**src/rtl/spi_command_interface_if.sv**
```systemverilog
// Pin-level SPI signals plus the memory-side strobe bus of the SPI command front end.
// The master modport drives the pins and read data; the slave modport is the front end.
interface spi_command_interface_if #(
    parameter int unsigned ADDR_WIDTH = 8
);
    logic                  SCLK;
    logic                  MOSI;
    logic                  SS;
    logic                  MISO;
    logic [ADDR_WIDTH-1:0] mem_addr;
    logic [7:0]            mem_wdata;
    logic                  mem_we;
    logic                  mem_re;
    logic [7:0]            mem_rdata;
    logic                  spi_instruction_done;
    logic                  busy;

    modport master (
        output SCLK, MOSI, SS, mem_rdata,
        input  MISO, mem_addr, mem_wdata, mem_we, mem_re, spi_instruction_done, busy
    );

    modport slave (
        input  SCLK, MOSI, SS, mem_rdata,
        output MISO, mem_addr, mem_wdata, mem_we, mem_re, spi_instruction_done, busy
    );
endinterface

```
**src/rtl/spi_command_interface.sv**
```systemverilog
// Oversampling SPI mode-0 slave that decodes opcode/address/data frames into
// single-cycle memory write/read strobes and streams read data back on MISO.
module spi_command_interface #(
    parameter int unsigned ADDR_WIDTH  = 8,
    parameter int unsigned SYNC_STAGES = 2
) (
    input logic                    system_clock,
    input logic                    reset,
    spi_command_interface_if.slave bus
);
    localparam int unsigned BYTE_W = 8;
    localparam int unsigned CNT_W  = 3;
    localparam logic [BYTE_W-1:0] OP_WRITE = 8'h01;
    localparam logic [BYTE_W-1:0] OP_READ  = 8'h02;

    typedef enum logic [2:0] {IDLE, OPCODE, ADDR, WDATA, RDATA, IGNORE} state_t;

    state_t                 state;
    logic [SYNC_STAGES-1:0] sclk_sync;
    logic [SYNC_STAGES-1:0] mosi_sync;
    logic [SYNC_STAGES-1:0] ss_sync;
    logic [SYNC_STAGES-1:0] fill;
    logic                   sclk_d;
    logic                   ss_d;
    logic [CNT_W-1:0]       bit_cnt;
    logic [BYTE_W-1:0]      rx;
    logic [BYTE_W-1:0]      tx;
    logic                   is_read;
    logic                   data_seen;
    logic                   armed;
    logic                   rd_next;
    logic                   re_d;
    logic [ADDR_WIDTH-1:0]  mem_addr;
    logic [BYTE_W-1:0]      mem_wdata;
    logic                   mem_we;
    logic                   mem_re;
    logic                   done;
    logic                   busy;

    logic              sclk_s;
    logic              mosi_s;
    logic              ss_s;
    logic              rise;
    logic              fall;
    logic              ss_fall;
    logic              ss_rise;
    logic              byte_done;
    logic              data_byte_done;
    logic [BYTE_W-1:0] byte_in;

    assign sclk_s         = sclk_sync[SYNC_STAGES-1];
    assign mosi_s         = mosi_sync[SYNC_STAGES-1];
    assign ss_s           = ss_sync[SYNC_STAGES-1];
    assign rise           = sclk_s & ~sclk_d;
    assign fall           = ~sclk_s & sclk_d;
    assign ss_fall        = ~ss_s & ss_d;
    assign ss_rise        = ss_s & ~ss_d;
    assign byte_done      = rise && (bit_cnt == CNT_W'(7));
    assign data_byte_done = byte_done && (state == WDATA || state == RDATA);
    assign byte_in        = {rx[BYTE_W-2:0], mosi_s};

    assign bus.MISO                 = tx[BYTE_W-1];
    assign bus.mem_addr             = mem_addr;
    assign bus.mem_wdata            = mem_wdata;
    assign bus.mem_we               = mem_we;
    assign bus.mem_re               = mem_re;
    assign bus.spi_instruction_done = done;
    assign bus.busy                 = busy;

    always_ff @(posedge system_clock) begin
        if (reset) begin
            state     <= IDLE;
            sclk_sync <= '0;
            mosi_sync <= '0;
            ss_sync   <= '1;
            fill      <= '0;
            sclk_d    <= 1'b0;
            ss_d      <= 1'b1;
            bit_cnt   <= '0;
            rx        <= '0;
            tx        <= '0;
            is_read   <= 1'b0;
            data_seen <= 1'b0;
            armed     <= 1'b0;
            rd_next   <= 1'b0;
            re_d      <= 1'b0;
            mem_addr  <= '0;
            mem_wdata <= '0;
            mem_we    <= 1'b0;
            mem_re    <= 1'b0;
            done      <= 1'b0;
            busy      <= 1'b0;
        end else begin
            sclk_sync <= {sclk_sync[SYNC_STAGES-2:0], bus.SCLK};
            mosi_sync <= {mosi_sync[SYNC_STAGES-2:0], bus.MOSI};
            ss_sync   <= {ss_sync[SYNC_STAGES-2:0], bus.SS};
            fill      <= {fill[SYNC_STAGES-2:0], 1'b1};
            sclk_d    <= sclk_s;
            ss_d      <= ss_s;
            busy      <= ~ss_s;
            mem_we    <= 1'b0;
            mem_re    <= rd_next;
            rd_next   <= 1'b0;
            re_d      <= mem_re;
            done      <= 1'b0;

            // Only arm once SS has been seen high from the pin, so a reset mid-frame waits for a fresh select
            if (fill[SYNC_STAGES-1] && ss_s) armed <= 1'b1;

            // Falls after rises 1..7 advance MISO; the fall following a byte boundary leaves the reloaded MSB in place
            if (re_d && state == RDATA)      tx <= bus.mem_rdata;
            else if (fall && bit_cnt != '0)  tx <= {tx[BYTE_W-2:0], 1'b0};

            if (mem_we) mem_addr <= mem_addr + ADDR_WIDTH'(1);

            if (rise && state != IDLE && state != IGNORE) begin
                rx      <= byte_in;
                bit_cnt <= bit_cnt + CNT_W'(1);
            end

            case (state)
                IDLE: begin
                    if (ss_fall && armed) begin
                        state     <= OPCODE;
                        bit_cnt   <= '0;
                        rx        <= '0;
                        data_seen <= 1'b0;
                    end
                end
                OPCODE: begin
                    if (byte_done) begin
                        if (byte_in == OPCODE_WRITE_SEL(OP_WRITE)) begin
                            is_read <= 1'b0;
                            state   <= ADDR;
                        end else if (byte_in == OP_READ) begin
                            is_read <= 1'b1;
                            state   <= ADDR;
                        end else begin
                            state   <= IGNORE;
                        end
                    end
                end
                ADDR: begin
                    if (byte_done) begin
                        mem_addr <= ADDR_WIDTH'(byte_in);
                        if (is_read) begin
                            mem_re <= 1'b1;
                            state  <= RDATA;
                        end else begin
                            state  <= WDATA;
                        end
                    end
                end
                WDATA: begin
                    if (byte_done) begin
                        mem_wdata <= byte_in;
                        mem_we    <= 1'b1;
                        data_seen <= 1'b1;
                    end
                end
                RDATA: begin
                    if (byte_done) begin
                        mem_addr  <= mem_addr + ADDR_WIDTH'(1);
                        rd_next   <= 1'b1;
                        data_seen <= 1'b1;
                    end
                end
                IGNORE: ;
                default: state <= IDLE;
            endcase

            // Deselect ends the frame; a byte completing in the same cycle still counts toward done
            if (ss_rise) begin
                state     <= IDLE;
                tx        <= '0;
                data_seen <= 1'b0;
                done      <= data_seen || data_byte_done;
            end
        end
    end

    function automatic logic [BYTE_W-1:0] OPCODE_WRITE_SEL(input logic [BYTE_W-1:0] op);
        return op;
    endfunction
endmodule

```
**src/flat_wrapper.sv**
```systemverilog
// flat-port wrapper written by rule: the top's interface ports become plain ports
module spi_command_interface_flat 
#(
    parameter int unsigned ADDR_WIDTH  = 8,
    parameter int unsigned SYNC_STAGES = 2
)
  (system_clock, reset, bus_SCLK, bus_MOSI, bus_SS, bus_mem_rdata, bus_MISO, bus_mem_addr, bus_mem_wdata, bus_mem_we, bus_mem_re, bus_spi_instruction_done, bus_busy);
  spi_command_interface_if #(.ADDR_WIDTH(ADDR_WIDTH)) bus_i ();
  input logic system_clock;
  input logic reset;
  input wire logic [$bits(bus_i.SCLK)-1:0] bus_SCLK;
  input wire logic [$bits(bus_i.MOSI)-1:0] bus_MOSI;
  input wire logic [$bits(bus_i.SS)-1:0] bus_SS;
  input wire logic [$bits(bus_i.mem_rdata)-1:0] bus_mem_rdata;
  output wire logic [$bits(bus_i.MISO)-1:0] bus_MISO;
  output wire logic [$bits(bus_i.mem_addr)-1:0] bus_mem_addr;
  output wire logic [$bits(bus_i.mem_wdata)-1:0] bus_mem_wdata;
  output wire logic [$bits(bus_i.mem_we)-1:0] bus_mem_we;
  output wire logic [$bits(bus_i.mem_re)-1:0] bus_mem_re;
  output wire logic [$bits(bus_i.spi_instruction_done)-1:0] bus_spi_instruction_done;
  output wire logic [$bits(bus_i.busy)-1:0] bus_busy;
  assign bus_i.SCLK = bus_SCLK;
  assign bus_i.MOSI = bus_MOSI;
  assign bus_i.SS = bus_SS;
  assign bus_i.mem_rdata = bus_mem_rdata;
  assign bus_MISO = bus_i.MISO;
  assign bus_mem_addr = bus_i.mem_addr;
  assign bus_mem_wdata = bus_i.mem_wdata;
  assign bus_mem_we = bus_i.mem_we;
  assign bus_mem_re = bus_i.mem_re;
  assign bus_spi_instruction_done = bus_i.spi_instruction_done;
  assign bus_busy = bus_i.busy;
  spi_command_interface #(.ADDR_WIDTH(ADDR_WIDTH), .SYNC_STAGES(SYNC_STAGES)) u_core (.system_clock(system_clock), .reset(reset), .bus(bus_i));
endmodule
```
**config.mk**
```make
export PLATFORM = sky130hd
export DESIGN_NAME = spi_command_interface_flat
export DESIGN_NICKNAME = d
export VERILOG_FILES = /design/src/rtl/spi_command_interface_if.sv /design/src/rtl/spi_command_interface.sv /design/src/flat_wrapper.sv
export SDC_FILE = /design/constraint.sdc
export NUM_CORES = 1
export LEC_CHECK = 0
export CORE_ASPECT_RATIO = 1.5
export CORE_UTILIZATION = 40
export DETAILED_ROUTE_END_ITERATION = 10
export SLEW_MARGIN = 20
export SYNTH_ARGS = -nofsm -noshare
export SYNTH_HDL_FRONTEND = slang
export SYNTH_SLANG_ARGS = --single-unit
export TNS_END_PERCENT = 10
```
**constraint.sdc**
```tcl
create_clock -name system_clock -period 2.9 [get_ports system_clock]
set_input_delay 0.58 -clock system_clock [delete_from_list [all_inputs] [get_ports system_clock]]
set_output_delay 0.58 -clock system_clock [all_outputs]
set_load 0.02 [all_outputs]
```
After elaboration in Yosys (flattened, before gate mapping)
Cells that the tools add are included.
{ "classes": {"n_eq_ne": 13, "n_mux": 29, "bitwise_logic": 12, "n_reduce_logical": 26, "addsub": 2} }
{ "op_table": {"columns": ["op", "count"], "rows": [
  ["8-bit two-way mux", 8],
  ["3-bit two-way mux", 9],
  ["8-bit case mux with 2 select lines", 1],
  ["3-bit case mux with 4 select lines", 1],
  ["2-bit OR reduction", 5],
  ["3-bit equality test (second input constant)", 3],
  ["1-bit two-way mux", 9],
  ["8-bit by 1-bit adder with 8-bit output (second input constant)", 1],
  ["8-bit by 1-bit equality test with 1-bit output (second input constant)", 1],
  ["8-bit by 2-bit equality test with 1-bit output (second input constant)", 1],
  ["1-bit logical AND", 8],
  ["2-bit by 1-bit inequality test with 1-bit output (second input constant)", 4],
  ["1-bit inverter", 8],
  ["3-bit by 2-bit equality test with 1-bit output (second input constant)", 2],
  ["3-bit AND reduction", 2],
  ["2-bit nonzero test", 3],
  ["3-bit nonzero test", 2],
  ["1-bit AND", 4],
  ["4-bit AND reduction", 1],
  ["3-bit by 1-bit adder with 3-bit output (second input constant)", 1],
  ["3-bit by 1-bit equality test with 1-bit output (second input constant)", 1],
  ["3-bit logical NOT", 1],
  ["3-bit inequality test (second input constant)", 1],
  ["3-bit OR reduction", 1],
  ["other kinds (3)", 4]
]} }
{ "totals": {"register_bits": 57, "word_cells": 104} }

Logic depth before layout (Yosys ltp)
{ "depth": {"depth_word": 7, "depth_mapped": 8, "mapped_depth_nobuf": 7} }

Worst setup path after synthesis
Ideal clock, no wire load.
{ "synth_path": {"path_kind": "register to register", "start": "register u_core.mem_addr[0] (netlist: u_core.bus.mem_addr[0])", "end": "register u_core.mem_addr[6] (netlist: u_core.bus.mem_addr[6])", "path_slack_ns": 1.200, "path_buffers": 0, "path_stages_with_launch": 7, "required_ns": 2.829, "arrival_ns": 1.630, "path_cell_list": "dfxtp_1 -> ha_1 -> nand2_1 -> or4_1 -> nand3_1 -> o211ai_1 -> a21oi_1"} }
{ "synth_via": {"elab_chain_len": 4} }
{ "synth_lines": {"columns": ["element", "line", "rtl"], "rows": [
  ["start: declaration", "spi_command_interface.sv:33", "logic [ADDR_WIDTH-1:0] mem_addr;"],
  ["start signal: assignment", "spi_command_interface.sv:114", "if (mem_we) mem_addr <= mem_addr + ADDR_WIDTH'(1);"],
  ["start signal: assignment", "spi_command_interface.sv:145", "mem_addr <= ADDR_WIDTH'(byte_in);"],
  ["start signal: assignment", "spi_command_interface.sv:163", "mem_addr <= mem_addr + ADDR_WIDTH'(1);"],
  ["8-bit by 1-bit adder with 8-bit output *", "spi_command_interface.sv:114, spi_command_interface.sv:163", null],
  ["8-bit two-way mux", "spi_command_interface.sv:114", null],
  ["8-bit two-way mux (on tied branches)", "spi_command_interface.sv:162, spi_command_interface.sv:144", null],
  ["8-bit case mux with 2 select lines *", "spi_command_interface.sv:121", "case (state)"]
]} }
Every way passes the cells marked *; elsewhere a longest branch is shown, timed or not.
A chain may end at the register's enable or synchronous reset.

Final worst setup path
{ "layout_path": {"start": "register u_core.mem_we (netlist: u_core.bus.mem_we)", "end": "output port bus_mem_we"} }
{ "layout_rtl": {"columns": ["element", "line", "rtl"], "rows": [
  ["start: declaration", "spi_command_interface.sv:35", "logic mem_we;"],
  ["start signal: assignment", "spi_command_interface.sv:89", "mem_we <= 1'b0;"],
  ["start signal: assignment", "spi_command_interface.sv:101", "mem_we <= 1'b0;"],
  ["start signal: assignment", "spi_command_interface.sv:157", "mem_we <= 1'b1;"],
  ["end: declaration", "flat_wrapper.sv:18", "output wire logic [$bits(bus_i.mem_we)-1:0] bus_mem_we;"]
]} }
No word-level cell between the ends.

==> results.md <==
- Top delay family on crit path: buffers and inverters
- Worst hold margin: about 0.42 ns
- Number of flops mapped to enable cells by yosys: 0
- Ys Warns: 0
- TNS Setup: 0 ns
- Drt total wl: approximately 5500 um
- Io pins: 34
- CP arrival: 1.54 ns
- Total gr overflow: 0
- Die area: 6880 um^2
- Syn_area_per_cell: 9.09 um^2
- Filler Cell Count: 638
- Clock Tree Buf Depth: 2
- Via-per-instance ratio: around 5.3
- Slew margin rel.: a little over a third
- Area post-placement: between 2000 and 3000 um^2
- Worst endpoint required time: between 2 and 2.5 ns
- Mapped Area: around 2600 um^2
- Crit Path Category: reg2out
- #FFs+latches synth: 56
- CP max stage cell: clkdlybuf4s50_1
- Post-layout net count: roughly 330
- Rows: 35
- Clock slew at reported path FFs: ~0.10 ns
- Reported max-cap violation count: 0
- Area Growth Syn to Fin: 16.0%
- Critical Path End Type: output port
- Num CTS Buffers: 5
- Vias in the first global route: between 1.5k and 2k
- Final ANT Viol Nets: 0
- Post-CTS Hold Buffers: 0
- Maximum vdd drop: approximately 330 uV
- Outcome: finished, final reports clean
- CTS tree: yes
- Final Hold Viols: 0
- RSZ-0062 raised after global routing: no
- Initial Util: between 40% and 50%
- Register Area: roughly 1100 um^2
- Yosys cell types: 50
- Crit path cell chain: clkdlybuf4s50_1
- DRT Pass-1 Iters: 4
- Max Slew Vio Count: 0
- Final WS setup: slightly below 0.8 ns
- Largest net degree at the start of global routing: 32
- CP Max Fanout: 9
- Clock sinks: between 50 and 60
- P_leak: around 0.0011 uW
- DR iter-0 viols: 89
- Ant. Diodes: 0
- Die height: between 100 and 150 um
- Gates resized, CTS repair: 0
- Pwr dens: ~440 nW/um^2
- Root Driver: clkbuf_8
- Final period util: around 73%
- HPWL after DPL: 3890 um
- WL/cell: 14.2 um
- Placer Congestion: 0.827
- Port buffer count: 33
- Worst slack, placed: 0.947 ns
- Post-route cell area: a little over 3000 um^2
- Clock latency on the worst-skew pair: approximately 0.3 ns
- Post-synth ARST share: 0%
- Initial antenna violation count: 0
- Final Util: roughly half
- Post-synthesis sequential area ratio: 42.8%
- Syn_nets: roughly 310
- Worst hold path class: reg2reg
- Syn Inst Count: between 200 and 300
- Htree depth: 2
- Core area: approximately 6200 um^2
- Multi-input gate area: 1340 um^2
- Nature of the critical path startpoint: flop
- Slowest stage delay, CP: 0.68 ns
- Clock skew: 0.00502 ns
- Minimum clock period: between 2 and 2.5 ns
- Max Used Layer: met4
- First-pass GRT wire length: slightly above 9000 um
- Setup violations, final: 0
- Post-CTS setup buffers: 0
- Met2 wire len: ~2700 um
- Layout cell share with drive strength beyond 1: roughly 6.7%
- Top_reg_cell synth: dfxtp_1
- Detailed-route via count: a little over 2k
- Buf+Inv Stages, Crit Path: 1
- M1 wire length: 2530 um
- Die span in x: roughly 70 um
- GRT Total Usage: ~17%
- Met3 WL post-DR: approximately 170 um
- Measured slew at the worst slew-check pin: between 0.9 and 1 ns
- DRC viols: 0
- Max Fclk: 472 MHz
-- report_power, final --
part           internal, uW  total (uW)  switching [uW]
Clock                   261         512             250
Combinational          23.1        44.6            21.5
Sequential              776         782            5.20
Total                  1060        1340             277
-- Yosys cell counts, types with 3 or more instances --
cell type   n  area share, %
dfxtp_1    56             43
nor2_1     47            6.7
mux2i_1    22            8.4
a21oi_1    16            3.1
nand2_1    14            2.0
o21ai_0    11            2.1
xnor2_1    10            3.3
inv_1       9            1.3
nor2b_1     9            2.1
a211oi_1    8            2.3
clkbuf_1    7            1.0
nand3_1     6            1.1
buf_6       5            2.1
a22oi_1     4            1.1
buf_4       4            1.1
ha_1        4            1.9
nand4_1     4           0.96
nand2b_1    3           0.72
nand3b_1    3           0.86
nor3_1      3           0.57
nor4_1      3           0.72
or2_2       3           0.72
xor2_1      3            1.0
-- sequential cells by signal, summed over array words and instances (netlist names), 2 cells and up --
| name | flops |
|---|---|
| u_core.tx | 8 |
| u_core.fill | 2 |
| u_core.mosi_sync | 2 |
| u_core.bus.mem_wdata | 8 |
| u_core.ss_sync | 2 |
| u_core.bus.mem_addr | 8 |
| u_core.rx | 7 |
| u_core.bit_cnt | 3 |
| u_core.state | 3 |
| u_core.sclk_sync | 2 |
-- cell type report --
cell class                      count  area share, %
Tap cell                           74           3.05
Sequential cell                    56           36.9
Clock inverter                      2           1.28
Clock buffer                        6           2.39
Timing Repair Buffer               34           11.1
Inverter                            9           1.11
Multi-Input combinational cell    205           44.2
-- per-stage QoR --
| stage | power [uW] | std cells |
|---|---|---|
| 6_report | 1340 | 386 |
| 5_1_grt | 1390 | 386 |
| 4_1_cts | 1350 | 386 |
| 3_5_place_dp | 845 | 378 |
| 3_3_place_gp | 844 | 378 |
| 2_1_floorplan | 820 | 288 |
-- path summary, 6_finish.rpt --
path,start,endpoint,slack [ns],cells after the start
worst max-delay path,u_core.bus.mem_we,bus_mem_we,0.78,1
worst min-delay path,u_core.ss_sync[0],u_core.ss_sync[1],0.42,1
worst max register to register,u_core.bit_cnt[1],u_core.bus.mem_addr[7],0.93,7
worst min register to register,u_core.ss_sync[0],u_core.ss_sync[1],0.42,1
-- cell families after synthesis --
group | count (synthesis) | share of synthesized area [%]
simple gates | 105 | 20.4
compound gates | 60 | 15.8
flops | 56 | 42.8
buf+inv | 27 | 5.97
mux | 23 | 8.84
xor+xnor | 13 | 4.35
fa+ha+maj | 4 | 1.91
-- layer usage --
metal / track usage, % / up-vias
li1: - / 1051
met1: 22.0 / 958
met2: 28.4 / 41
met3: 2.60 / 10
met4: 7.21 / 0
met5: 0 / -
-- cells in the final DEF (no fill, tap or decap), drive strengths merged, types with 2 or more instances in the layout --
cell type and instances:
a22oi 4, nor3 4, xnor2 10, nand3b 3, nor4 3, nor2 48
or4 2, nand4 4, a22o 2, mux2i 22, inv 10, dfxtp 56
o31a 2, clkbuf 6, a31oi 2, or2 3, nand2b 4, xor2 3
ha 4, nor2b 9, a211oi 8, nand2 15, o21ai 13, a21o 2
clkdlybuf4s50 33, o41ai 2, nand3 6, a311oi 2, a21oi 17
No activity file was read; power rests on OpenSTA's default activity.
